[src/rtl/iir_coeff_sequencer.sv]
`default_nettype none
// +--------------------------------------------------------------------------+
// | iir_coeff_sequencer: shadows word-serial coefficient writes and loads one |
// | IIR stage (numerator, then denominator) inside a sample-traffic gap.      |
// | Rev 1.0                                                                   |
// +--------------------------------------------------------------------------+
module iir_coeff_sequencer #(
    parameter int COEFF_WIDTH     = 20,
    parameter int NUM_STAGES      = 3,
    parameter int NUM_COEFF_DEPTH = 3,
    parameter int DEN_COEFF_DEPTH = 2,
    parameter int GAP_TIMEOUT     = 255,
    localparam int STAGE_W        = (NUM_STAGES > 1) ? $clog2(NUM_STAGES) : 1
) (
    input  logic                                   clk,
    input  logic                                   rst_n,
    input  logic                                   cfg_valid,
    output logic                                   cfg_ready,
    input  logic [STAGE_W-1:0]                     cfg_stage,
    input  logic [2:0]                             cfg_idx,
    input  logic signed [COEFF_WIDTH-1:0]          cfg_data,
    input  logic                                   cfg_commit,
    input  logic                                   sample_valid,
    output logic [NUM_COEFF_DEPTH*COEFF_WIDTH-1:0] num_coeff_out,
    output logic [DEN_COEFF_DEPTH*COEFF_WIDTH-1:0] den_coeff_out,
    output logic [NUM_STAGES-1:0]                  num_coeff_wr_en,
    output logic [NUM_STAGES-1:0]                  den_coeff_wr_en,
    output logic                                   busy,
    output logic                                   done,
    output logic                                   err,
    output logic [1:0]                             err_code,
    input  logic                                   err_clr
);
    localparam int NUM_TAPS = NUM_COEFF_DEPTH + DEN_COEFF_DEPTH;
    localparam int CNT_W    = $clog2(GAP_TIMEOUT + 1);

    localparam logic [1:0]            ERR_ADDR       = 2'd1;
    localparam logic [1:0]            ERR_INCOMPLETE = 2'd2;
    localparam logic [1:0]            ERR_TIMEOUT    = 2'd3;
    localparam logic [NUM_STAGES-1:0] STAGE_ONE      = NUM_STAGES'(1);
    localparam logic [NUM_TAPS-1:0]   TAP_ONE        = NUM_TAPS'(1);
    localparam logic [NUM_TAPS-1:0]   ALL_TAPS       = '1;
    localparam logic [CNT_W-1:0]      GAP_LAST       = CNT_W'(GAP_TIMEOUT - 1);

    typedef enum logic [2:0] {
        IDLE     = 3'd0,
        WAIT_GAP = 3'd1,
        WR_NUM   = 3'd2,
        WR_DEN   = 3'd3,
        DONE     = 3'd4
    } state_t;

    state_t              state;
    logic [NUM_TAPS-1:0] mask;
    logic [STAGE_W-1:0]  stage_q;
    logic [CNT_W-1:0]    gap_cnt;

    logic                wr_fire;
    logic                bad_addr;
    logic                wr_ok;
    logic [NUM_TAPS-1:0] mask_nxt;
    logic [STAGE_W-1:0]  stage_nxt;

    // cfg_ready is only high in IDLE, so wr_fire implies the FSM is idle.
    always_comb begin
        wr_fire   = cfg_valid && cfg_ready;
        bad_addr  = (int'(cfg_idx) >= NUM_TAPS) ||
                    (int'(cfg_stage) >= NUM_STAGES) ||
                    ((mask != '0) && (cfg_stage != stage_q));
        wr_ok     = wr_fire && !bad_addr;
        mask_nxt  = wr_ok ? (mask | (TAP_ONE << cfg_idx)) : mask;
        stage_nxt = (wr_ok && (mask == '0)) ? cfg_stage : stage_q;
    end

    always_ff @(posedge clk or negedge rst_n) begin
        if (!rst_n) begin
            state           <= IDLE;
            mask            <= '0;
            stage_q         <= '0;
            gap_cnt         <= '0;
            num_coeff_out   <= '0;
            den_coeff_out   <= '0;
            num_coeff_wr_en <= '0;
            den_coeff_wr_en <= '0;
            cfg_ready       <= 1'b1;
            busy            <= 1'b0;
            done            <= 1'b0;
            err             <= 1'b0;
            err_code        <= 2'd0;
        end else begin
            num_coeff_wr_en <= '0;
            den_coeff_wr_en <= '0;
            done            <= 1'b0;

            // Later error assignments below override this clear.
            if (err_clr) begin
                err      <= 1'b0;
                err_code <= 2'd0;
            end

            case (state)
                IDLE: begin
                    if (wr_fire && bad_addr) begin
                        err      <= 1'b1;
                        err_code <= ERR_ADDR;
                    end
                    if (wr_ok) begin
                        for (int k = 0; k < NUM_COEFF_DEPTH; k++) begin
                            if (int'(cfg_idx) == k)
                                num_coeff_out[k*COEFF_WIDTH +: COEFF_WIDTH] <= cfg_data;
                        end
                        for (int k = 0; k < DEN_COEFF_DEPTH; k++) begin
                            if (int'(cfg_idx) == NUM_COEFF_DEPTH + k)
                                den_coeff_out[k*COEFF_WIDTH +: COEFF_WIDTH] <= cfg_data;
                        end
                    end
                    mask    <= mask_nxt;
                    stage_q <= stage_nxt;
                    if (cfg_commit) begin
                        if (mask_nxt == ALL_TAPS) begin
                            state     <= WAIT_GAP;
                            gap_cnt   <= '0;
                            busy      <= 1'b1;
                            cfg_ready <= 1'b0;
                        end else begin
                            mask     <= '0;
                            err      <= 1'b1;
                            err_code <= ERR_INCOMPLETE;
                        end
                    end
                end

                WAIT_GAP: begin
                    if (!sample_valid) begin
                        state           <= WR_NUM;
                        num_coeff_wr_en <= STAGE_ONE << stage_q;
                    end else if (gap_cnt == GAP_LAST) begin
                        state     <= IDLE;
                        mask      <= '0;
                        busy      <= 1'b0;
                        cfg_ready <= 1'b1;
                        err       <= 1'b1;
                        err_code  <= ERR_TIMEOUT;
                    end else begin
                        gap_cnt <= gap_cnt + 1'b1;
                    end
                end

                // Separate cycle: the stage drops a den load coincident with a num load.
                WR_NUM: begin
                    state           <= WR_DEN;
                    den_coeff_wr_en <= STAGE_ONE << stage_q;
                end

                WR_DEN: begin
                    state <= DONE;
                    done  <= 1'b1;
                end

                DONE: begin
                    state     <= IDLE;
                    mask      <= '0;
                    busy      <= 1'b0;
                    cfg_ready <= 1'b1;
                end

                default: begin
                    state     <= IDLE;
                    busy      <= 1'b0;
                    cfg_ready <= 1'b1;
                end
            endcase
        end
    end

endmodule
`default_nettype wire

[config.mk]
export PLATFORM = sky130hd
export DESIGN_NAME = iir_coeff_sequencer
export DESIGN_NICKNAME = d
export VERILOG_FILES = /design/src/rtl/iir_coeff_sequencer.sv
export SDC_FILE = /design/constraint.sdc
export NUM_CORES = 1
export LEC_CHECK = 0
export BUFFER_PORTS_ARGS = -buffer_cell sky130_fd_sc_hd__buf_4
export CAP_MARGIN = 20
export CORE_AREA = 8 8 100 125
export DETAILED_ROUTE_END_ITERATION = 12
export DIE_AREA = 0 0 108 133
export PLACE_DENSITY = 0.84
export SYNTH_ARGS = -nofsm -noshare
export SYNTH_HDL_FRONTEND = slang
export SYNTH_SLANG_ARGS = --single-unit
[constraint.sdc]
create_clock -name clk -period 2.4 [get_ports clk]
set_input_delay 0.12 -clock clk [delete_from_list [all_inputs] [get_ports clk]]
set_output_delay 0.12 -clock clk [all_outputs]
set_load 0.005 [all_outputs]
==> reports/metrics.csv <==
stage,metric,value,unit
run_status,status,finished clean,
detailed_routing,drc,0,
synth,ys_seq_elements,130,
global_routing,antenna_found_initial,0,
global_routing,grt_usage,21.9,%
final_layout,final_common_cell,buf_4,
worst_hold_path,hold_end,state[0],
synth,syn-mean-instance-area,11.4,sq um
setup_path,reg2reg_from,cfg_ready,
detailed_routing,drt_first_iter_violations,261,
sta,clock_skew,0.00658,ns
setup_path,r2r_slack,0.11,ns
run,cap_violations,0,
place,port_buffers,142,
setup_path,critPathKind,reg2reg,
synth,synth.distinct_cells,48,
synth,synth.area.top_cells,"dfrtp_1 60%, mux2_1 9.8%, nand2_1 9.4%",
detailed_routing,vias,4229,
sta,hold_viol_final,0,
sta,fmax,437,MHz
clock_tree,cts_buffers,17,
clock_tree,clk_path_buf_depth,2,
clock_tree,cts_tree,done,
die,coreArea,10500,sq um
detailed_routing,dr.pass1.iters,4,
die,fp-row-count,42,
place,gp_congestion,0.851,
setup_path,arrival,2.57,ns
sta,maxSlewViolCount,0,
setup_path,worstPathMaxFanout,5,
final_layout,area_growth,38.7,%
setup_path,reg2regPathDepth,6,
sta,relSlewSlack,48.8,%
final_layout,instances_no_fill,793,
synth,yosys_warnings,0,
global_routing,grt_pass1_wl,24600,microns
die,die_x,108,microns
synth,syn_area,5380,sq um
setup_path,start_kind,register,
clock_tree,clkTransAtPathRegs,0.06,ns
final_layout,n_antenna_cell,0,
clock_tree,htreeDepth,4,
clock_tree,cts.sinks,130,
place,dp_hpwl,9960,microns
synth,yosysTopAreaCell,dfrtp_1,
global_routing,grt_overflow,0,
worst_hold_path,min_from,cfg_commit,
worst_hold_path,hold_depth,3,
setup_path,timing.rr.end,gap_cnt[2],
worst_hold_path,worst_hold_path_type,in2reg,
setup_path,cp-end-kind,register,
die,io_pins,143,
pwr,p_leak,3.85,nW
sta,tightest_slew,0.768,ns
global_routing,grt_max_degree,59,
detailed_routing,drt-vias-per-instance,5.33,
sta,timing.final.crit_period,2.29,ns
synth,synth_fp_nets,504,
clock_tree,cts_root_buf,clkbuf_16,
setup_path,critPathRequiredTime,2.68,ns
pwr,peakVddDrop,0.602,mV
detailed_routing,wl_per_cell,18.5,microns
die,initial_core_util,51.4,%
detailed_routing,ant_nets,0,
synth,synth_cells,471,
place,placed_cells,736,
final_layout,nets,681,
final_layout,drive_above_1_share,32.1,%
die,fp.dieH,133,microns
final_layout,mostFrequentLayoutCells,"153 x buf_4, 135 x nand2_1, 129 x dfrtp_1, 47 x mux2_1, 25 x dlygate4sd3_1",
sta,fin_crit_sh,95.4,%
final_layout,fillerInstances,664,
die,dieArea,14400,sq um
synth,yosys.area.top_type_share,60.0,%
sta,finalSetupViolCount,0,
global_routing,grt_pass1_vias,4703,
detailed_routing,drt_wl_total,14700,microns
synth,seq_area_frac_synth,60.5,%
sta,grt_setup_unrepaired,yes,
clock_tree,clkLatencyLatePin,0.41,ns
pwr,power-per-cell-area,1160,nW/um^2
pwr,fin_total_pwr,8.67,mW
## area by class of cell
class | count | area, sq um | area share (%)
repair buffers | 179 | 1420 | 19.0
clock inverters | 11 | 159 | 2.13
well taps | 132 | 165 | 2.21
multi-input cells | 314 | 1980 | 26.5
flip-flops and latches | 130 | 3250 | 43.6
clock buffers | 21 | 460 | 6.17
inverters | 6 | 22.5 | 0.302
## per-stage QoR
stage / cell area, sq um / hold slack, ns / setup WS (ns) / setup TNS [ns] / util [%]
6_report: 7460 / 0.0304 / 0.111 / 0 / 71.3
5_1_grt: 7460 / 0.0336 / -0.00685 / -0.00685 / 71.3
4_1_cts: 7460 / 0.0101 / 0.132 / 0 / 71.3
3_5_place_dp: 6590 / 0.242 / 0.145 / 0 / 63.0
3_3_place_gp: 6590 / 0.228 / 0.259 / 0 / 63.0
2_1_floorplan: 5380 / -0.176 / 0.388 / 0 / -
## cells by family (layout without fill, tap and decap cells)
kind of cell             Yosys count  in the layout  share of synthesized area (%)
AND/OR/NAND/NOR                  203            203                           16.9
adder cells (fa/ha/maj)            2              2                          0.465
AO/OA/AOI/OAI                     42             42                           5.51
buffers and inverters             27            217                           2.72
XOR/XNOR                           2              2                          0.326
flip-flops                       130            130                           60.5
multiplexers                      65             65                           13.6
## what timing repair did
item	CTS	global route
hold buffers	25	0
buffers inserted	0	0
setup endpoints to repair	0	2
resized for setup	0	1
endpoints found under the hold margin	161	0
## worst max path at each step
stage                     slack [ns]  cells past startpoint    endpoint  startpoint
after floorplan                 0.39                      6         err   cfg_ready
after global placement          0.26                      6   cfg_ready   cfg_ready
after detailed placement        0.14                      6         err   cfg_ready
after CTS                       0.13                      6         err   cfg_ready
after global routing          -0.007                      6         err     mask[1]
final                           0.11                      6  gap_cnt[2]   cfg_ready
## where the power goes
group / leakage [nW] / switching, mW / internal [mW]
clock network: 0.310 / 0.899 / 1.78
logic: 1.85 / 1.09 / 1.41
registers: 1.69 / 0.527 / 2.97
## layer usage
layer / global-route usage, % / up-vias / share of wire, %
li1: - / 1952 / -
met1: 23.3 / 2084 / 37
met2: 37.4 / 156 / 54
met3: 6.37 / 37 / 6.1
met4: 12.5 / 0 / 3.3
met5: 0 / - / 0
## synthesized netlist by cell type, drive strengths merged
cell and count:
mux2i 2, dfstp 1, inv 6, or3b 2, nor3b 4, dfrtp 129
a21oi 8, a32oi 1, nand2 135, nor4b 1, o311ai 2, or2 5
o21ai 17, nand4 3, nor2 18, o221ai 1, a22o 1, nor3 9
a211o 1, xnor2 2, a31oi 2, nor4 2, or3 1, nand3 7
buf 17, o21bai 1, o21a 2, and2 1, o41ai 1, o22a 1
nand3b 3, nand2b 5, a211oi 1, ha 2, and3 5, and4 2
a41oi 2, clkbuf 4, mux2 63, a221o 1
## worst max-delay path, cell delays in order, from the launching register on
cell,delay (ns)
dfstp_2,0.55
nand2_1,0.13
nor4b_1,0.38
a31oi_1,0.20
nor4_2,0.43
and2_1,0.29
o221ai_1,0.16
## state kept, by name, summed over array words and instances, names as in the netlist
register,count
err,1
num_coeff_out,60
den_coeff_out,40
err_code,2
num_coeff_wr_en,3
mask,5
done,1
stage_q,2
den_coeff_wr_en,3
gap_cnt,8
cfg_ready,1
busy,1
state,3
Power figures use the tool's default switching activity.
